File: config.mk
export PLATFORM = sky130hd
export DESIGN_NAME = game_controller
export DESIGN_NICKNAME = d
export VERILOG_FILES = /design/src/rtl/game_controller.sv
export SDC_FILE = /design/constraint.sdc
export NUM_CORES = 1
export LEC_CHECK = 0
export ABC_AREA = 1
export CAP_MARGIN = 20
export CORE_ASPECT_RATIO = 0.7
export CORE_MARGIN = 2
export CORE_UTILIZATION = 45
export CTS_CLUSTER_SIZE = 40
export DETAILED_ROUTE_END_ITERATION = 12
export PLACE_DENSITY = 0.75
export SYNTH_ARGS = -nofsm -noshare
export SYNTH_HDL_FRONTEND = slang
export SYNTH_SLANG_ARGS = --single-unit
File: constraint.sdc
create_clock -name clk -period 2.75 [get_ports clk]
set_input_delay 0.55 -clock clk [delete_from_list [all_inputs] [get_ports clk]]
set_output_delay 0.55 -clock clk [all_outputs]
set_load 0.02 [all_outputs]
File: src/rtl/game_controller.sv
// Round sequencer: IDLE -> READY countdown -> PLAY -> OVER, with a saturating
// two-digit BCD score and a session best score. Every output is registered.
module game_controller #(
    parameter int unsigned READY_SECS   = 3,
    parameter int unsigned MISS_PENALTY = 1
) (
    input  logic       clk,
    input  logic       rst,
    input  logic       tick_1hz,
    input  logic       start_btn,
    input  logic       hit,
    input  logic       miss,
    input  logic       time_up,
    output logic       in_game,
    output logic       timer_rst_n,
    output logic [1:0] state,
    output logic [3:0] ready_cnt,
    output logic [3:0] score_tens,
    output logic [3:0] score_ones,
    output logic [3:0] best_tens,
    output logic [3:0] best_ones,
    output logic       new_best
);

    typedef enum logic [1:0] {
        IDLE  = 2'b00,
        READY = 2'b01,
        PLAY  = 2'b10,
        OVER  = 2'b11
    } state_t;

    typedef struct packed {
        logic [3:0] tens;
        logic [3:0] ones;
    } bcd2_t;

    localparam logic [3:0] READY_INIT = 4'(READY_SECS);
    localparam logic [3:0] PENALTY    = 4'(MISS_PENALTY);

    state_t     state_q, state_d;
    logic       start_q;
    logic       start_edge;
    logic [3:0] ready_q, ready_d;
    bcd2_t      score_q, score_d, score_play;
    bcd2_t      best_q, best_d;
    logic       new_best_q, new_best_d;
    logic       in_game_q, in_game_d;
    logic       timer_rst_n_q, timer_rst_n_d;

    // +1 with carry between digits, holding at 99.
    function automatic bcd2_t bcd_inc(input bcd2_t v);
        bcd2_t r;
        r = v;
        if (v.ones != 4'd9) begin
            r.ones = v.ones + 4'd1;
        end else if (v.tens != 4'd9) begin
            r.ones = 4'd0;
            r.tens = v.tens + 4'd1;
        end
        return r;
    endfunction

    // Subtract a single digit with borrow from tens, clamping at 00.
    function automatic bcd2_t bcd_sub(input bcd2_t v, input logic [3:0] p);
        bcd2_t r;
        r = v;
        if (v.ones >= p) begin
            r.ones = v.ones - p;
        end else if (v.tens == 4'd0) begin
            r = '0;
        end else begin
            r.ones = v.ones + 4'd10 - p;
            r.tens = v.tens - 4'd1;
        end
        return r;
    endfunction

    function automatic logic bcd_gt(input bcd2_t a, input bcd2_t b);
        return (a.tens > b.tens) || ((a.tens == b.tens) && (a.ones > b.ones));
    endfunction

    assign start_edge = start_btn & ~start_q;

    always_comb begin
        score_play = score_q;
        if (hit && !miss) begin
            score_play = bcd_inc(score_q);
        end else if (miss && !hit) begin
            score_play = bcd_sub(score_q, PENALTY);
        end
    end

    always_comb begin
        // NOTE: every signal gets its hold value before the case so no path leaves it unassigned (no latches).
        state_d       = state_q;
        ready_d       = ready_q;
        score_d       = score_q;
        best_d        = best_q;
        new_best_d    = new_best_q;
        timer_rst_n_d = 1'b1;

        unique case (state_q)
            IDLE, OVER: begin
                if (start_edge) begin
                    state_d       = READY;
                    score_d       = '0;
                    new_best_d    = 1'b0;
                    ready_d       = READY_INIT;
                    timer_rst_n_d = 1'b0;
                end
            end
            READY: begin
                if (tick_1hz) begin
                    // Zero is unreachable; treating it as final keeps the FSM from sticking.
                    if (ready_q <= 4'd1) begin
                        state_d = PLAY;
                        ready_d = 4'd0;
                    end else begin
                        ready_d = ready_q - 4'd1;
                    end
                end
            end
            PLAY: begin
                score_d = score_play;
                if (time_up) begin
                    state_d = OVER;
                    if (bcd_gt(score_play, best_q)) begin
                        best_d     = score_play;
                        new_best_d = 1'b1;
                    end else begin
                        new_best_d = 1'b0;
                    end
                end
            end
            default: state_d = IDLE;
        endcase

        in_game_d = (state_d == PLAY);
    end

    // NOTE: every register has an async reset value and is updated with <= only.
    always_ff @(posedge clk or posedge rst) begin
        if (rst) begin
            state_q       <= IDLE;
            start_q       <= 1'b0;
            ready_q       <= 4'd0;
            score_q       <= '0;
            best_q        <= '0;
            new_best_q    <= 1'b0;
            in_game_q     <= 1'b0;
            timer_rst_n_q <= 1'b1;
        end else begin
            state_q       <= state_d;
            start_q       <= start_btn;
            ready_q       <= ready_d;
            score_q       <= score_d;
            best_q        <= best_d;
            new_best_q    <= new_best_d;
            in_game_q     <= in_game_d;
            timer_rst_n_q <= timer_rst_n_d;
        end
    end

    assign state       = state_q;
    assign in_game     = in_game_q;
    assign timer_rst_n = timer_rst_n_q;
    assign ready_cnt   = ready_q;
    assign score_tens  = score_q.tens;
    assign score_ones  = score_q.ones;
    assign best_tens   = best_q.tens;
    assign best_ones   = best_q.ones;
    assign new_best    = new_best_q;

    // Output relationships that must hold whenever the block is out of reset.
    a_in_game_only_play : assert property (@(posedge clk) disable iff (rst)
        in_game == (state_q == PLAY));
    a_ready_cnt_only_ready : assert property (@(posedge clk) disable iff (rst)
        (ready_q != 4'd0) |-> (state_q == READY));
    a_timer_pulse_in_ready : assert property (@(posedge clk) disable iff (rst)
        !timer_rst_n |-> (state_q == READY));
    a_digits_are_bcd : assert property (@(posedge clk) disable iff (rst)
        (score_q.tens <= 4'd9) && (score_q.ones <= 4'd9) &&
        (best_q.tens <= 4'd9) && (best_q.ones <= 4'd9));

endmodule

==> run metrics, run 1 <==
outcome completed; top cells by area, synth dfrtp_1 30%, nand2_1 16%, ha_1 11%; commonest non-fill, non-tap cell in the layout nand2_1; Clock Path Buffers 2; clock sink count 26; final net count 383; synth unique cells 32; row count 20; antenna-violating nets left 0; post-synthesis cell count 297; CTS H-tree depth 1; Simple-Gate Fraction of Synth Area between 30% and 40%; setup_tns 0 ns; Max-cap violations 0; FF+latch count, synth 26; Max FO, Critical Path 8; Vias/cell around 4.9; Post-Synthesis Mean Instance Area 7.01 µm²; clock skew around 0.0065 ns; Post-synth ARST share between 90% and 100%; Post-Syn Nets around 320; f_max roughly 0.37 GHz; DRC 0; first-pass GRT wire length about 8000 µm; crit path kind flip-flop to flip-flop; headroom to the max-slew limit a little under 80%; Setup-failing EPs final 0; EDFF count, synth 0; share of cells above drive strength 1 around 22%; dpl ws -0.174 ns; post-synthesis cell area about 2100 µm²; hold_ws 0.523 ns; largest net degree at the start of global routing 27; area share of the largest cell type after synthesis a little under a third; CORE AREA roughly 4400 µm²; DRT Wirelength 5060 µm; CP Capture Type flip-flop; Reg clk slew, reported paths around 0.080 ns; Initial Utilization 47.3%; P&R area growth vs syn 34.9%; slew of the pin with the lowest slew margin roughly 0.33 ns; cts-stage hold buffer count 0; buffers added on ports 31; initial antenna violation count 0; largest family of logic cells by synthesized area simple AND/OR/NAND/NOR gates; Power, Total about 0.0034 W; post-synthesis adder-cell area fraction between 10 and 15%; die area just over 5000 µm²; Final GP Congestion around 0.95; Vias between 2,000 and 2,500; Startpoint Class flip-flop; Min-Delay Path Class flip-flop to flip-flop; number of DRC markers in iteration 0 about 140; Placed Area roughly 2600 µm²; Hold Vio Cnt, Final 0; Worst-Skew Late Latency 0.27 ns; Synthesis Warnings 0; maximum VDD drop about 0.64 mV; post-route cell area between 2000 and 3000 µm²; period utilisation layout 97.1%; multiplexer share of the synthesized area 0%; most frequent cells in the layout 87 x nand2_1, 47 x inv_1, 31 x clkdlybuf4s50_1; number of diodes 0; Synth Flop Type dfrtp_1; CTS tree done; gr ovfl total 0; final worst setup slack 0.0808 ns; Worst Path Required just under 3 ns; Pre-antenna DRT Iters 5; Seq/Total Area, Yosys 31.3%; Tot GR Track Use between 10% and 20%; Slew Viols, Final 0; compound-gate portion of the synthesized area 9.13%; drt wl/cell around 12 µm; Die Span X around 85 µm; Die H slightly above 60 µm; top cell type by total area after synthesis dfrtp_1; Leakage ~1.5 nW; min Tclk post-route around 2.7 ns; Root Buffer clkbuf_8; cell area power density 1220 nW/µm²; IO Count 32; Post-DP HPWL between 3000 and 4000 µm; vias in the first global route around 1,700; Synth Area in XOR/XNOR between 1 and 1.5%; Worst EP arrival around 2.9 ns; CTS buffer count 3
==> layout make-up <==
cell class,instances,area [µm²]
Multi-Input combinational cell,213,1290
Clock buffer,3,41.3
Sequential cell,26,653
Clock inverter,1,30.0
Inverter,57,219
Fill cell,383,1600
Timing Repair Buffer,57,505
Tap cell,55,68.8
==> Yosys cell counts, types with 4 or more instances <==
library cell / instances
ha_1: 18
o21ai_1: 6
dfrtp_1: 25
nor2_1: 13
nand2_1: 91
inv_1: 49
a21oi_1: 12
inv_2: 7
nand2_2: 6
o21ai_0: 5
nand3_1: 29
nand3_2: 4
nor2_4: 4
==> report_power, final <==
group / leakage, nW / switching [W] / internal [W]
sequential: 0.334 / 0.000136 / 0.000523
clock: 0.0357 / 0.000119 / 0.000195
combinational: 1.09 / 0.00147 / 0.000984
total: 1.46 / 0.00173 / 0.00170
==> sequential cells by signal, summed over array words and instances (netlist names), 2 cells and up <==
| register | count |
|---|---|
| best_tens | 4 |
| score_ones | 4 |
| best_ones | 4 |
| score_tens | 4 |
| ready_cnt | 4 |
| state | 2 |
==> path summary, 6_finish.rpt <==
path | startpoint | end | slack (ns) | cells after the start
hold / removal | best_ones[3] | best_ones[3] | 0.52 | 2
max in group asynchronous | rst | timer_rst_n | 1.83 | 3
setup reg to reg | score_ones[0] | best_ones[0] | 0.08 | 19
min in group asynchronous | rst | best_tens[3] | 0.63 | 3
setup / recovery | score_ones[0] | best_ones[0] | 0.08 | 19
hold reg to reg | best_ones[3] | best_ones[3] | 0.52 | 2
==> stage by stage <==
| step | instances | util [%] |
|---|---|---|
| after floorplan | 297 | - |
| after global placement | 407 | 60.0 |
| after detailed placement | 407 | 60.0 |
| after CTS | 411 | 61.6 |
| after global routing | 412 | 63.7 |
| final | 412 | 63.7 |
==> repair_timing <==
item	4_1_cts	5_1_grt
gates resized for setup	0	20
setup buffers	0	1
endpoints found under the setup margin	0	9
==> routing by layer <==
layer | up-vias | GRT usage (%) | part of all wire [%]
li1 | 1052 | - | -
met1 | 906 | 29.4 | 49
met2 | 74 | 29.8 | 43
met3 | 7 | 3.67 | 6.6
met4 | 0 | 1.36 | 1.1
met5 | - | 0 | 0
==> critical path, cell delays in order, from the launching register on <==
cell	delay (ns)
dfrtp_2	0.45
inv_2	0.08
ha_4	0.14
inv_1	0.05
nor2_2	0.15
nand2_4	0.12
nor2_4	0.15
nor2_4	0.04
buf_4	0.13
o21ai_1	0.10
nand2_2	0.11
ha_4	0.28
nand2_1	0.05
nand2_1	0.05
nand2_1	0.05
nand2_1	0.06
nand2_2	0.08
a21oi_4	0.29
nand2_1	0.12
nand2_1	0.10
==> logic make-up after synthesis <==
kind of cell	Yosys count
adders and majority gates	18
and+or+nand+nor	161
buffers and inverters	58
DFF	26
xor gates and xnor gates	3
AOI/OAI and AO/OA	31
(Power assumes the default switching activity.)
==> run 2: changes to the inputs <==
Settings changed: PLACE_DENSITY 0.75 to 0.73, SLEW_MARGIN set to 30.
Clock period 2.75 ns to 2.7 ns, I/O delays scaled along.
==> run metrics, run 2 (synthesis gave the netlist of run 1 again) <==
outcome completed; hold depth 2; Tot GR Track Use around a fifth; f_max 0.396 GHz; crit-path cells inv_2 -> ha_4 -> inv_1 -> nor2_2 -> nand2_4 -> nor2_4 -> nor2_4 -> nand3_1 -> nand2_1 -> and2_4 -> ha_4 -> nand2_2 -> nor2_4 -> nor2_1 -> nand2_1 -> nand2_2 -> a21oi_4 -> nand2_1 -> o21ai_1; share of cells above drive strength 1 25.1%; Worst Path Required 2.90 ns; Die Span X 85.3 µm; DRC 0; first-pass GRT wire length between 8000 and 9000 µm; vias in the first global route ~1,800; Hold EP best_ones[3]; CTS H-tree depth 1; Vias slightly above 2,000; clock skew approximately 0.0043 ns; R2R cell count 19; min Tclk post-route ~2.5 ns; commonest non-fill, non-tap cell in the layout nand2_1; Worst EP arrival around 2.7 ns; cts-stage hold buffer count 0; reg-to-reg endpoint best_ones[2]; cell area power density between 1000 and 1500 nW/µm²; Min-Delay Path Class flip-flop to flip-flop; initial antenna violation count 0; Die H between 60 and 70 µm; Fillers slightly below 400; final net count between 300 and 400; Vias/cell around 4.9; Clock Path Buffers 2; slew of the pin with the lowest slew margin 0.326 ns; IO Count 32; Setup-failing EPs final 0; buffers added on ports 31; Startpoint Class flip-flop; headroom to the max-slew limit approximately 78%; number of DRC markers in iteration 0 115; setup_tns 0 ns; final core occ between 60% and 70%; Reg clk slew, reported paths roughly 0.090 ns; FF-to-FF Start score_ones[0]; crit path kind flip-flop to flip-flop; antenna-violating nets left 0; CTS tree done; Worst-Skew Late Latency 0.27 ns; Slew Viols, Final 0; Post-DP HPWL slightly below 4000 µm; Initial Utilization between 40% and 50%; CORE AREA 4400 µm²; drt wl/cell 12.2 µm; Max-cap violations 0; number of diodes 0; Worst path max stage delay 0.46 ns; most frequent cells in the layout 87 x nand2_1, 46 x inv_1, 34 x buf_4; P&R area growth vs syn 39.7%; critical path's top delay family simple AND/OR/NAND/NOR gates; CP Capture Type flip-flop; Final GP Congestion 0.910; Max FO, Critical Path 8; clock sink count 26; DRT Wirelength around 5200 µm; Root Buffer clkbuf_8; row count 20; CTS buffer count 3; slowest CP cell dfrtp_2; reg2reg setup slack 0.17 ns; gr ovfl total 0; worst hold path startpoint best_ones[3]; maximum VDD drop about 0.62 mV; multi-input logic area 1310 µm²; crit path buf inv count 2; Hold Vio Cnt, Final 0; Pre-antenna DRT Iters 4; die area ~5200 µm²; largest net degree at the start of global routing 27; period utilisation layout between 90 and 100%; storage element area ~650 µm²; Leakage between 1.5 and 2 nW
run 2: cell count changes in the layout (fill, tap and decap cells not counted), moves of 2 or more:
cell,previous run,this run
nand3_1,27,29
buf_4,26,34
clkdlybuf4s50_1,31,29
ha_4,3,5
dlymetal6s2s_1,0,2
nand3_2,6,4
run 2: routing by layer:
layer,part of all wire [%],GRT usage (%),vias up
li1,-,-,1069
met1,50,30.3,937
met2,44,30.5,47
met3,5.0,4.08,8
met4,0.82,3.63,0
met5,0,0,-
run 2: final cells by class:
type                            instances  share of cell area (%)
Multi-Input combinational cell        213                    45.1
Tap cell                               55                    2.37
Clock buffer                            3                    1.42
Sequential cell                        26                    22.5
Inverter                               57                    7.53
Clock inverter                          1                    1.03
Timing Repair Buffer                   66                    20.0
run 2: power by group:
part / switching (W) / total, W / leakage, nW / internal (W)
sequential: 0.000143 / 0.000677 / 0.333 / 0.000534
combinational: 0.00152 / 0.00261 / 1.16 / 0.00109
clock: 0.000126 / 0.000325 / 0.0357 / 0.000199
run 2: through the flow:
step	setup slack (ns)	cell area (µm²)	cells	hold WS (ns)	total power (W)
6_report	0.174	2910	421	0.518	0.00361
5_1_grt	-0.0232	2910	421	0.541	0.00395
4_1_cts	0.0165	2720	412	0.519	0.00333
3_5_place_dp	-0.241	2650	408	0.497	0.00299
3_3_place_gp	-0.174	2650	408	0.494	0.00293
2_1_floorplan	0.00523	2080	297	0.533	0.00219
run 2: worst max-delay path by stage:
stage	from	endpoint	slack (ns)	depth (start not counted)
2_1_floorplan	score_ones[1]	best_tens[1]	0.005	19
3_3_place_gp	miss	new_best	-0.17	17
3_5_place_dp	hit	best_tens[1]	-0.24	18
4_1_cts	score_ones[0]	best_ones[2]	0.02	19
5_1_grt	score_ones[0]	best_ones[2]	-0.02	19
6_report	score_ones[0]	best_ones[2]	0.17	19
run 2: tightest hold or removal path: cells and delay by family (launching register included):
family,cells,cell delay [ns]
DFF,1,0.38
and+or+nand+nor,2,0.11
run 2: repair_timing:
action                     4_1_cts  5_1_grt
setup endpoints to repair        0        9
setup buffers                    0        9
resized for setup                0       27
